**config.mk**
```make
export PLATFORM = sky130hd
export DESIGN_NAME = gcd_controller
export DESIGN_NICKNAME = d
export VERILOG_FILES = /design/src/rtl/gcd_controller.sv
export SDC_FILE = /design/constraint.sdc
export NUM_CORES = 1
export LEC_CHECK = 0
export CORE_MARGIN = 2
export CORE_UTILIZATION = 30
export CTS_CLUSTER_DIAMETER = 120
export DETAILED_ROUTE_END_ITERATION = 10
export PLACE_DENSITY = 0.56
export SLEW_MARGIN = 15
export SYNTH_ARGS = -nofsm -noshare
export SYNTH_HDL_FRONTEND = slang
export SYNTH_SLANG_ARGS = --single-unit
```
**constraint.sdc**
```tcl
create_clock -name clk -period 2.98 [get_ports clk]
set_input_delay 0.447 -clock clk [delete_from_list [all_inputs] [get_ports clk]]
set_output_delay 0.447 -clock clk [all_outputs]
set_load 0.005 [all_outputs]
```
**src/rtl/gcd_controller.sv**
```systemverilog
// gcd_controller: control FSM for a subtract-based GCD datapath.
// The datapath owns registers A and B and reports zero/sign flags; this block
// sequences load, compare and subtract steps, counts subtract iterations and
// aborts into an error state once MAX_ITER iterations have been spent.
//
// Handshake: start is a request that is only accepted while busy=0 (IDLE);
// requests at any other time are dropped, not queued. done/error act as
// valid and stay high until ack is seen; ack outside DONE/ERR is ignored,
// and ack wins over a simultaneous start in DONE/ERR.
module gcd_controller #(
  parameter int unsigned MAX_ITER = 255
) (
  input  logic       clk,
  input  logic       rst,
  input  logic       start,
  input  logic       ack,
  input  logic       a_zero,
  input  logic       b_zero,
  input  logic       zero_flag,
  input  logic       neg_flag,
  output logic       load_ab,
  output logic       wr_a,
  output logic       wr_b,
  output logic       result_sel,
  output logic       busy,
  output logic       done,
  output logic       error,
  output logic [7:0] iter_count,
  output logic [2:0] state_o
);

  typedef enum logic [2:0] {
    S_IDLE    = 3'd0,
    S_LOAD    = 3'd1,
    S_COMPARE = 3'd2,
    S_SUB_A   = 3'd3,
    S_SUB_B   = 3'd4,
    S_DONE    = 3'd5,
    S_ERR     = 3'd6
  } state_t;

  localparam logic [7:0] MaxIter = 8'(MAX_ITER);

  state_t     state_q, state_d;
  logic [7:0] iter_q, iter_d;
  logic       rsel_q, rsel_d;

  // State, iteration counter and result-select registers with synchronous reset.
  always_ff @(posedge clk) begin
    if (rst) begin
      state_q <= S_IDLE;
      iter_q  <= 8'd0;
      rsel_q  <= 1'b0;
    end else begin
      state_q <= state_d;
      iter_q  <= iter_d;
      rsel_q  <= rsel_d;
    end
  end

  // Next-state logic; counter and result select hold unless a state updates them.
  always_comb begin
    state_d = state_q;
    iter_d  = iter_q;
    rsel_d  = rsel_q;
    case (state_q)
      S_IDLE: begin
        if (start) state_d = S_LOAD;
      end
      S_LOAD: begin
        iter_d  = 8'd0;
        state_d = S_COMPARE;
      end
      S_COMPARE: begin
        // Zero checks come first so a zero operand never burns an iteration.
        if (a_zero) begin
          state_d = S_DONE;
          rsel_d  = 1'b1;
        end else if (b_zero) begin
          state_d = S_DONE;
          rsel_d  = 1'b0;
        end else if (zero_flag) begin
          state_d = S_DONE;
          rsel_d  = 1'b0;
        end else if (iter_q == MaxIter) begin
          state_d = S_ERR;
        end else if (neg_flag) begin
          state_d = S_SUB_B;
        end else begin
          state_d = S_SUB_A;
        end
      end
      S_SUB_A: begin
        // The MAX_ITER check in COMPARE bounds the count, so it cannot wrap.
        iter_d  = iter_q + 8'd1;
        state_d = S_COMPARE;
      end
      S_SUB_B: begin
        iter_d  = iter_q + 8'd1;
        state_d = S_COMPARE;
      end
      S_DONE: begin
        if (ack) state_d = S_IDLE;
      end
      S_ERR: begin
        if (ack) state_d = S_IDLE;
      end
      default: begin
        state_d = S_IDLE;
      end
    endcase
  end

  // Moore output decodes: functions of the state register only.
  always_comb begin
    load_ab = (state_q == S_LOAD);
    wr_a    = (state_q == S_SUB_A);
    wr_b    = (state_q == S_SUB_B);
    busy    = (state_q != S_IDLE);
    done    = (state_q == S_DONE);
    error   = (state_q == S_ERR);
  end

  assign result_sel = rsel_q;
  assign iter_count = iter_q;
  assign state_o    = state_q;

endmodule

```
Word-level counts from Yosys, hierarchy flattened
Cells that the tools add are included.
Cells by class
  add/sub/neg operators: 1
  equal/unequal tests: 9
  muxes and demuxes: 12
  reductions and logical operators: 9
Operators with widths (number)
  3-bit 2-to-1 mux: 7
  8-bit one-hot mux with 2 select lines: 1
  3-bit one-hot mux with 4 select lines: 1
  3-bit == test (second input constant): 3
  8-bit by 1-bit adder with 8-bit output (second input constant): 1
  8-bit == test (second input constant): 1
  3-bit by 2-bit == test with 1-bit output (second input constant): 2
  3-bit nonzero test: 2
  2-bit AND reduction: 2
  2-bit OR reduction: 2
  3-bit by 1-bit == test with 1-bit output (second input constant): 1
  3-bit zero test: 1
  1-bit 2-to-1 mux: 3
  3-bit OR reduction: 1
  2-bit by 1-bit inequality test with 1-bit output (second input constant): 1
  2-bit inequality test (second input constant): 1
  2-bit nonzero test: 1
Storage, ports and cells
  register bits after elaboration: 12
  input port bits: 8
  output and inout bits: 18
  word-level logic and storage cells: 34

Depth between registers and ports, before layout
Gate-level depths: netlist of the first run.
  word-level depth: 6
  mapped depth: 6
  mapped depth without buffers: 5

Worst setup path after synthesis of the first run
Ideal clock, no wire load.
  kind: register to register
  start: register iter_q[0] (netlist: iter_count[0])
  end: register iter_q[4] (netlist: iter_count[4])
  library setup time: 0.103 ns
  data arrival time: 1.363 ns
  data required time: 2.877 ns
  setup slack: 1.513 ns
  cell stages (with the launch flop): 6
  path buffers: 0
  clock period less this slack: 1.467 ns
  cell sequence: dfxtp_1 > ha_1 > and4_2 > a21oi_1 > nor2_1 > a2111oi_2
On the way
  cells in the longest elaborated chain, start to end: 2
Ends and longest elaborated chain
  start, declared: RTL line 45  | logic [7:0] iter_q, iter_d;
  start signal, assigned: RTL line 56  | iter_q <= iter_d;
  8-bit by 1-bit adder with 8-bit output: RTL line 95, 99
  8-bit one-hot mux with 2 select lines: RTL line 66  | case (state_q)
No other way between the ends.
A chain may end at the register's enable or synchronous reset.

Worst setup path in the final report of the first run
  start: register state_q[2] (netlist: state_o[2])
  end: output port error
On the way
  cells in the longest elaborated chain, start to end: 1
Ends and longest elaborated chain
  start, declared: RTL line 44  | state_t state_q, state_d;
  start signal, assigned: RTL line 55  | state_q <= state_d;
  3-bit == test: RTL line 121  | error = (state_q == S_ERR);
  end, declared: RTL line 27  | output logic error,
No other way between the ends.

==> flow_summary.yaml, run 1 <==
synth:
  synth_area_leaders: "dfxtp_1, a21oi_1, nor2_1, buf_6, a2111oi_2"
  yosysTopAreaCellShare: 0.284
  ys_async_sr_fraction: 0
  netlist_area_sq_um: 847
  synthCells: 106
  synthFlopType: "dfxtp_1"
  synth-seq-cells: 12
  yosys_warnings: 0
  yosysUniqueCellTypes: 41
  synth_common_cells: "dfxtp_1, a21oi_1, nor2_1"
  yosysSeqAreaShare: 0.284
  syn-num-nets: 115
  yosys.area.top_type: "dfxtp_1"
  synth_most_common_cell: "dfxtp_1"
  synth_edf_count: 0
  avgSynthCellArea_sq_um: 7.99
sta:
  drv_slew: 0
  setup_violations: 0
  fin_crit_ns: 2.46
  whs_ns: 0.478
  setup_tns_ns: 0
  rsz0062_at_grt: "false"
  fin_crit_sh: 0.825
  slew_headroom: 0.605
  tightest_slew_ns: 0.592
  fmax_mhz: 407
  final-hold-violation-count: 0
  finClkSkew_ns: 0.00583
setup_path:
  endpoint_kind: "primary output"
  required_ns: 2.53
  crit_type: "flop to primary output"
  worst_path_max_delay_cell: "dfxtp_1"
  crit_path_max_fanout: 19
  setup.worst_path.start_class: "flop"
  worstPathCellList: "nor2b_1, and2_1, clkdlybuf4s50_1"
  arrival_ns: 2.01
  slowest_delay_ns: 0.70
finish:
  diodes: 0
  layout-area-overhead-vs-synth_pct: 29.8
  fin_area_sq_mm: 0.00110
  drive_gt1_frac: 0.105
  fin_util: 0.406
  seq_area_sq_um: 240
  multiInputGateArea_sq_um: 529
  n_fill_cell: 295
  final_nets: 135
placement:
  place_hpwl_mm: 1.60
  numPortBuffers: 25
  gp_congestion: 0.843
  postPlaceCellArea_sq_mm: 0.00108
floorplanning:
  rows: 19
  die_y_microns: 57.1
  core_sq_mm: 0.00271
  dieWidth_microns: 57.1
  start_util: 0.313
  io_pins: 26
  die-area_sq_mm: 0.00326
run:
  cap_violations: 0
clock_tree:
  htreeDepth: 1
  clockBufferDepth: 2
  hold_buffers: 0
  cts.reportedPaths.clkPinSlew_ns: 0.08
  insertion_delay_ns: 0.27
  numCtsBuffers: 3
  post_cts_resized: 0
  ctsRootBufferMaster: "clkbuf_4"
  post-cts-setup-buffers: 0
  cts.sinks: 12
  tritoncts: "yes"
pwr:
  power_leakage_nw: 0.387
  irDropWorstVdd_mv: 0.195
  power.density_mw_per_mm2: 356
  power_w: 0.000392
route:
  via_per_inst: 5.42
  dr.pass1.iters: 4
  wl_per_cell_microns: 14.7
  drc: 0
  vias: 840
  wl_mm: 2.29
  antenna_left: 0
  drt_iter0_markers: 17
status:
  status: "complete, no violations"
global_route:
  grtUsageTotal: 0.149
  grt_overflow_total: 0
  antenna_found_initial: 0
  grt_max_degree: 20
  grt_pass1_vias: 807
  grt_first_pass_wirelength_mm: 3.77
worst_hold_path:
  hold_path.class: "flop to flop"
## power breakdown
part	internal [W]	leakage, nW	switching [W]
Sequential	0.000168	0.0975	0.0000156
Clock	0.0000467	0.0138	0.0000561
Combinational	0.0000550	0.276	0.0000505
Total	0.000269	0.387	0.000122
## critical path, delay by kind of cell, from the launching register on
kind | cells | cell delay, ns
and+or+nand+nor | 2 | 0.54
buffers and inverters | 1 | 0.49
DFF | 1 | 0.70
## area by class of cell
cell class / instances / area share
tap: 31 / 0.0353
multi-input combinational: 80 / 0.481
timing repair buffer: 26 / 0.234
sequential: 12 / 0.218
clock buffer: 3 / 0.0205
inverter: 3 / 0.0102
## cells in the final DEF, fill, tap and decap left out, drive strengths merged, types with 2 or more instances in the layout
cell and n:
o211ai 2, nand4 2, o21ai 4, nor2b 2, clkbuf 3, nand3 2
a21oi 10, clkdlybuf4s50 25, nor2 9, nand2b 3, a41oi 2, nor3 3
nand2 8, and3 2, mux2 2, mux2i 2, nor3b 2, and4 2
inv 3, a31oi 3, a211oi 2, a31o 2, dfxtp 12, a2111oi 3
## sequential cells by signal (all words and copies together) (netlist names)
register	cells
iter_count	8
state_o	3
result_sel	1
## worst paths after layout
check,start,end,slack [ns],depth (start not counted)
max reg2reg,state_o[1]$_SDFFE_PP0P_,state_o[0]$_SDFFE_PP0P_,1.24,3
min reg2reg,result_sel$_SDFFE_PP0P_,result_sel$_SDFFE_PP0P_,0.48,2
min,result_sel$_SDFFE_PP0P_,result_sel$_SDFFE_PP0P_,0.48,2
max,state_o[2]$_SDFFE_PP0P_,error,0.52,3
## kinds of logic after synthesis
group                    count (synthesis)  share of synthesized area
AND/OR/NAND/NOR                         40                      0.263
AO/OA/AOI/OAI                           33                      0.276
buffers and inverters                   14                     0.0916
flip-flops                              12                      0.284
multiplexers                             4                     0.0502
XOR/XNOR                                 2                     0.0207
adder cells (fa/ha/maj)                  1                     0.0148
## metrics by stage
| stage | setup WS (ns) | instances |
|---|---|---|
| 4_1_cts | 0.524 | 155 |
| 5_1_grt | 0.417 | 155 |
| 3_3_place_gp | 0.904 | 152 |
| 6_report | 0.522 | 155 |
| 2_1_floorplan | 1.51 | 106 |
| 3_5_place_dp | 0.849 | 152 |
## routing by layer
metal | wire length, microns | GRT usage
met5 | 0 | 0
met4 | 18 | 0.0598
met3 | 100 | 0.0317
met2 | 1040 | 0.236
met1 | 1120 | 0.197
No activity file was read; power rests on OpenSTA's default activity.
==> run 2, diff against run 1 <==
==> constraint.sdc (replaced) <==
create_clock -name clk -period 2.4 [get_ports clk]
set_input_delay 0.36 -clock clk [delete_from_list [all_inputs] [get_ports clk]]
set_output_delay 0.36 -clock clk [all_outputs]
set_load 0.005 [all_outputs]
==> run 2 against run 1 <==
Non-clock buffer count grew 2. Clock power grew 59%. Critical path depth is the same. Die area is the same. Cell area grew 2.6%. Wire length shrank 1.9%. Highest routed layer unchanged.
==> flow_summary.yaml, run 2 (synthesized netlist as in run 1, its figures left out) <==
setup_path:
  slowest_delay_ns: 0.53
  crit_path_max_fanout: 13
  required_ns: 2.04
  crit_type: "flop to primary output"
  setup.worst_path.start_class: "flop"
  worst_path_max_delay_cell: "dfxtp_1"
  endpoint_kind: "primary output"
  arrival_ns: 1.82
  worstPathCellList: "nor2b_1, and2_1, clkdlybuf4s50_1"
pwr:
  power.density_mw_per_mm2: 465
  combPwrFrac: 0.262
  p_sw_w: 0.000154
  p_int_w: 0.000371
  irDropWorstVdd_mv: 0.281
  seq_power_share: 0.426
  p_clk_frac: 0.312
  power_leakage_nw: 0.405
  p_sw_frac: 0.293
  power_w: 0.000525
finish:
  final_nets: 137
  drive_gt1_frac: 0.126
  largest_reg_flops: 8
  fin_util: 0.416
  layout_common_cells: "clkdlybuf4s50_1, dfxtp_1, a21oi_1"
  n_fill_cell: 294
  final_common_cell: "clkdlybuf4s50_1"
  fin_area_sq_mm: 0.00113
  layout-area-overhead-vs-synth_pct: 33.2
  diodes: 0
worst_hold_path:
  hold_path.class: "flop to flop"
route:
  drt_iter0_markers: 24
  drc: 0
  vias: 879
  wl_per_cell_microns: 14.2
  dr.pass1.iters: 4
  via_per_inst: 5.56
  antenna_left: 0
  wl_mm: 2.24
clock_tree:
  hold_buffers: 0
  numCtsBuffers: 3
  ctsRootBufferMaster: "clkbuf_4"
  tritoncts: "yes"
  post_cts_resized: 0
  clockBufferDepth: 2
  post-cts-setup-buffers: 0
  insertion_delay_ns: 0.27
  cts.sinks: 12
  cts.reportedPaths.clkPinSlew_ns: 0.08
  htreeDepth: 1
placement:
  postPlaceCellArea_sq_mm: 0.00109
  place_hpwl_mm: 1.55
  gp_congestion: 0.772
  numPortBuffers: 25
global_route:
  grt_overflow_total: 0
  grt_pass1_vias: 814
  grtUsageTotal: 0.148
  grt_max_degree: 18
  grt_first_pass_wirelength_mm: 3.84
  antenna_found_initial: 0
status:
  status: "complete, no violations"
floorplanning:
  io_pins: 26
  die_y_microns: 57.1
  start_util: 0.313
  rows: 19
  die-area_sq_mm: 0.00326
  core_sq_mm: 0.00271
  dieWidth_microns: 57.1
sta:
  tightest_slew_ns: 0.550
  fmax_mhz: 459
  slew_headroom: 0.632
  drv_slew: 0
  setup_violations: 0
  rsz0062_at_grt: "false"
  setup_tns_ns: 0
  final-hold-violation-count: 0
  fin_crit_sh: 0.908
  finClkSkew_ns: 0.00573
  fin_crit_ns: 2.18
run:
  cap_violations: 0
## run 2: through the flow
| step | worst slack [ns] | hold WS (ns) | cells |
|---|---|---|---|
| 6_report | 0.222 | 0.471 | 158 |
| 5_1_grt | 0.0187 | 0.483 | 158 |
| 4_1_cts | 0.196 | 0.471 | 158 |
| 3_5_place_dp | 0.535 | 0.460 | 154 |
| 3_3_place_gp | 0.541 | 0.464 | 154 |
| 2_1_floorplan | 0.933 | 0.460 | 106 |
## run 2: worst max-delay path, delay by kind of cell (launching register included)
family | cells | cell delay [ns]
buf+inv | 1 | 0.50
flops | 1 | 0.53
simple gates | 2 | 0.51
## run 2: final timing paths
kind                              start                         end  slack (ns)  cells after the start
max             state_o[2]$_SDFFE_PP0P_                       error        0.22                      3
min             result_sel$_SDFFE_PP0P_     result_sel$_SDFFE_PP0P_        0.47                      2
max reg2reg  iter_count[0]$_SDFFE_PP0P_  iter_count[4]$_SDFFE_PP0P_        0.80                      5
min reg2reg     result_sel$_SDFFE_PP0P_     result_sel$_SDFFE_PP0P_        0.47                      2
## run 2: per-layer routing
layer | GRT usage | vias up | wire length [microns]
li1 | - | 439 | -
met1 | 0.209 | 416 | 1130
met2 | 0.223 | 22 | 1010
met3 | 0.0204 | 2 | 92
met4 | 0.0698 | 0 | 17
met5 | 0 | - | 0
## run 2: area by class of cell
type / instances / area, sq um / area share
Tap cell: 31 / 38.8 / 0.0344
Sequential cell: 12 / 240 / 0.213
Inverter: 3 / 11.3 / 0.00998
Multi-Input combinational cell: 80 / 529 / 0.469
Timing Repair Buffer: 28 / 273 / 0.242
Clock buffer: 4 / 36.3 / 0.0322
## run 2: power by group through the flow
stage | registers, W | clock network, W | logic [W]
after floorplan | 0.000226 | 0 | 0.0000781
after global placement | 0.000228 | 0 | 0.000138
after detailed placement | 0.000228 | 0 | 0.000137
after CTS | 0.000224 | 0.000175 | 0.000138
after global routing | 0.000227 | 0.000181 | 0.000151
final | 0.000224 | 0.000164 | 0.000138
==> RTL edit 1, RTL diff (config.mk and constraints of run 2) <==
Register the output `error`, without a reset; this adds one clock of latency there. The other outputs are not delayed to match.
--- a/src/rtl/gcd_controller.sv
+++ b/src/rtl/gcd_controller.sv
@@ -41,4 +41,6 @@
 
   localparam logic [7:0] MaxIter = 8'(MAX_ITER);
+
+  logic error_d;
 
   state_t     state_q, state_d;
@@ -119,5 +121,5 @@
     busy    = (state_q != S_IDLE);
     done    = (state_q == S_DONE);
-    error   = (state_q == S_ERR);
+    error_d = (state_q == S_ERR);
   end
 
@@ -126,4 +128,8 @@
   assign state_o    = state_q;
 
+  always_ff @(posedge clk) begin
+    error <= error_d;
+  end
+
 endmodule
 
Check against the original RTL: same outputs for any inputs over 10 cycles, from zero or initial values and one cycle with rst high; that may be too few to reach the edited logic, so the function may still have changed.
==> RTL edit 1 against run 2 <==
  * Utilization rose by 0.64 points
  * Non-clock buffer count down 1
  * Worst setup slack improved by 0.012 ns
  * Area after synthesis up 3.1%
  * Routed wire length increased by 8.7%
  * Cell area grew 3.3%
  * Sequential cell count increased by 1
  * Synthesized cell count stayed put
Power is not compared: it rests on default switching activity, and its combinational part moved more than twofold at a synthesized area within 25%.
==> RTL edit 1: results (changes against run 2) <==
[drt]
viasPerCell = 5.75  ; +3.4%
met3_length_um = 132  ; +43%
wl_met1_um = 1170  ; +4.0%
met2WireLength_um = 1100  ; +9.0%
via_count = 932  ; +6.0%
drt_iter0_drc = 23  ; -4.2%
drt_wl_total_um = 2440  ; +8.7%

[logic_synthesis]
seq_area_frac_synth = 0.298  ; +0.0144
synthXorXnorAreaFrac = 0.0100  ; -0.0107
yosysUniqueCellTypes = 39  ; -4.9%
yosys-top-cells-count = 13 x dfxtp_1, 9 x nor2_1, 8 x nand2_1
synth_mux_area_frac = 0.0244  ; -0.0259
yosys.area_share.adder = 0.0143  ; -0.000444
ys_top_cells_by_area = dfxtp_1 30%, a2111oi_2 5.2%, a21oi_1 4.0%, nor2_1 3.9%, a31oi_1 3.6%

[critical_path]
r2r_setup_slack_ns = 0.62  ; -0.18 ns
r2r-start = state_o[1]
worst-path-max-fanout = 11  ; -2
endpoint = wr_b
r2r_cells = 4  ; -1

[sta]
fin_skew_ns = 0.00170  ; -0.00403 ns
worst_slew_pin_slew_ns = 0.581  ; +0.0309 ns
fmax_mhz = 462  ; +0.56%

[power_and_ir_drop]
internal_power_w = 0.000648

[grt]
grt_pass1_wl_um = 4030  ; +5.0%
grt_pass1_vias = 852  ; +4.7%
gr-usage-met1 = 0.219  ; +0.0103
groute.usage.overall = 0.154  ; +0.00563

[finish]
nFillCells = 297  ; +1.0%
drive_above_1_share = 0.160  ; +0.0343

[placed_design]
hpwl_um = 1740  ; +12%
place_ws_ns = 0.540  ; +0.00504 ns
dp.cells = 158  ; +2.6%

[status]
run_status = finished clean

RTL edit 1: changes by cell type in the layout (fill, tap and decap cells not counted), moves of 3 or more:
cell	delta
nand2b_1	-3
nor2b_2	+3
nor3_1	+3
a21oi_1	-3
RTL edit 1: stage by stage:
| step | utilization | cell area, um2 |
|---|---|---|
| 6_report | 0.423 | 1170 |
| 5_1_grt | 0.423 | 1170 |
| 4_1_cts | 0.423 | 1170 |
| 3_5_place_dp | 0.413 | 1140 |
| 3_3_place_gp | 0.413 | 1140 |
| 2_1_floorplan | - | 873 |
RTL edit 1: area by class of cell:
cell class	instances	area (um2)	share of cell area
inverter	5	20.0	0.0172
timing repair buffer	27	265	0.227
clock buffer	4	26.3	0.0225
tap	31	38.8	0.0333
sequential	13	260	0.223
multi-input combinational	82	556	0.476
RTL edit 1: critical path, cell delays in order (launching register included):
cell             delay, ns
dfxtp_1               0.48
buf_4                 0.24
nor3b_2               0.26
clkdlybuf4s50_1       0.55
==> RTL edit 2, RTL diff (settings of run 2) <==
Without the edit above. Set the parameter `MAX_ITER` to 191 (it was 255).
--- a/src/rtl/gcd_controller.sv
+++ b/src/rtl/gcd_controller.sv
@@ -9,5 +9,5 @@
 // and ack wins over a simultaneous start in DONE/ERR.
 module gcd_controller #(
-  parameter int unsigned MAX_ITER = 255
+  parameter int unsigned MAX_ITER = 191
 ) (
   input  logic       clk,
Function: no difference found for any inputs over 10 cycles, from zero or initial values and one cycle with rst high; that may be too few to reach the edited logic, so the function may still have changed.
==> RTL edit 2 against run 2 <==
  * Area after synthesis is 0.15% higher
  * Worst setup slack lost 0.038 ns
  * Sequential cell count stayed put
  * Global-route usage hardly changed
  * Cell area rose by 0.33%
  * Final cell count is 1.9% higher
  * Total power shrank 4.6%
  * Routed wire length grew 6.2%
  * Largest power group unchanged
==> RTL edit 2: results (changes against run 2) <==
[status]
run_status = finished clean

[logic_synthesis]
yosys-top-cells-count = 12 x dfxtp_1, 11 x a21oi_1, 11 x nand2_1
seq_area_frac_synth = 0.283  ; -0.000418
ys_top_cells_by_area = dfxtp_1 28%, a21oi_1 6.5%, nand2_1 4.9%, mux2i_1 4.7%, buf_6 4.0%

[power_and_ir_drop]
switching_power_w = 0.000159  ; +3.6%
vdd.ir_drop.worst_uv = 312  ; +11%
leakage_nw = 0.394  ; -2.8%

[drt]
viasPerCell = 5.54  ; -0.41%
met2WireLength_um = 1130  ; +12%
met3_length_um = 167  ; +82%
routedWlPerCell_um = 14.8  ; +4.2%
wl_met1_um = 1060  ; -5.5%

[critical_path]
path_delay_family = buffers and inverters
worst-path-max-fanout = 12  ; -1

[placed_design]
post_dp_cell_area_um2 = 1110  ; +1.6%
gp_congestion = 0.855  ; +11%

[grt]
grt_max_degree = 16  ; -2
grt_pass1_vias = 808  ; -0.74%

[finish]
num-multi-input-gates = 81  ; +1.3%
drive_above_1_share = 0.108  ; -0.0183
syn_to_final_growth_pct = 33.5
num-nonclk-buffers = 29  ; +3.6%
multi_input_area_share = 0.470  ; +0.000652
nNetsFinal = 141  ; +2.9%
buffer_area_frac = 0.248  ; +0.00583

[floorplanning]
die_x_um = 57.2  ; about the same

[sta]
whs_ns = 0.494  ; +0.0231 ns
worst_slew_pin_slew_ns = 0.576  ; +0.0259 ns

-- RTL edit 2: layer usage --
metal,up-vias,GRT usage
met5,-,0
met4,0,0.0764
met3,2,0.0340
met2,31,0.235
met1,419,0.187
li1,440,-
-- RTL edit 2: cells by family after synthesis --
family / Yosys count / synth area share
xor gates and xnor gates: 2 / 0.0207
and+or+nand+nor: 43 / 0.289
AOI/OAI and AO/OA: 31 / 0.255
DFF: 12 / 0.283
muxes: 4 / 0.0472
buffers and inverters: 13 / 0.0900
adders and majority gates: 1 / 0.0147
-- RTL edit 2: final timing paths --
| path | cells past startpoint | endpoint |
|---|---|---|
| worst min register to register | 2 | result_sel |
| worst min-delay path | 2 | result_sel |
| worst max-delay path | 4 | wr_b |
| worst max register to register | 5 | state_o[1] |
-- RTL edit 2: through the flow --
| stage | worst slack (ns) | cells |
|---|---|---|
| finish | 0.184 | 161 |
| global route | 0.0811 | 161 |
| CTS | 0.218 | 161 |
| detailed placement | 0.522 | 158 |
| global placement | 0.538 | 158 |
| floorplan | 1.05 | 106 |
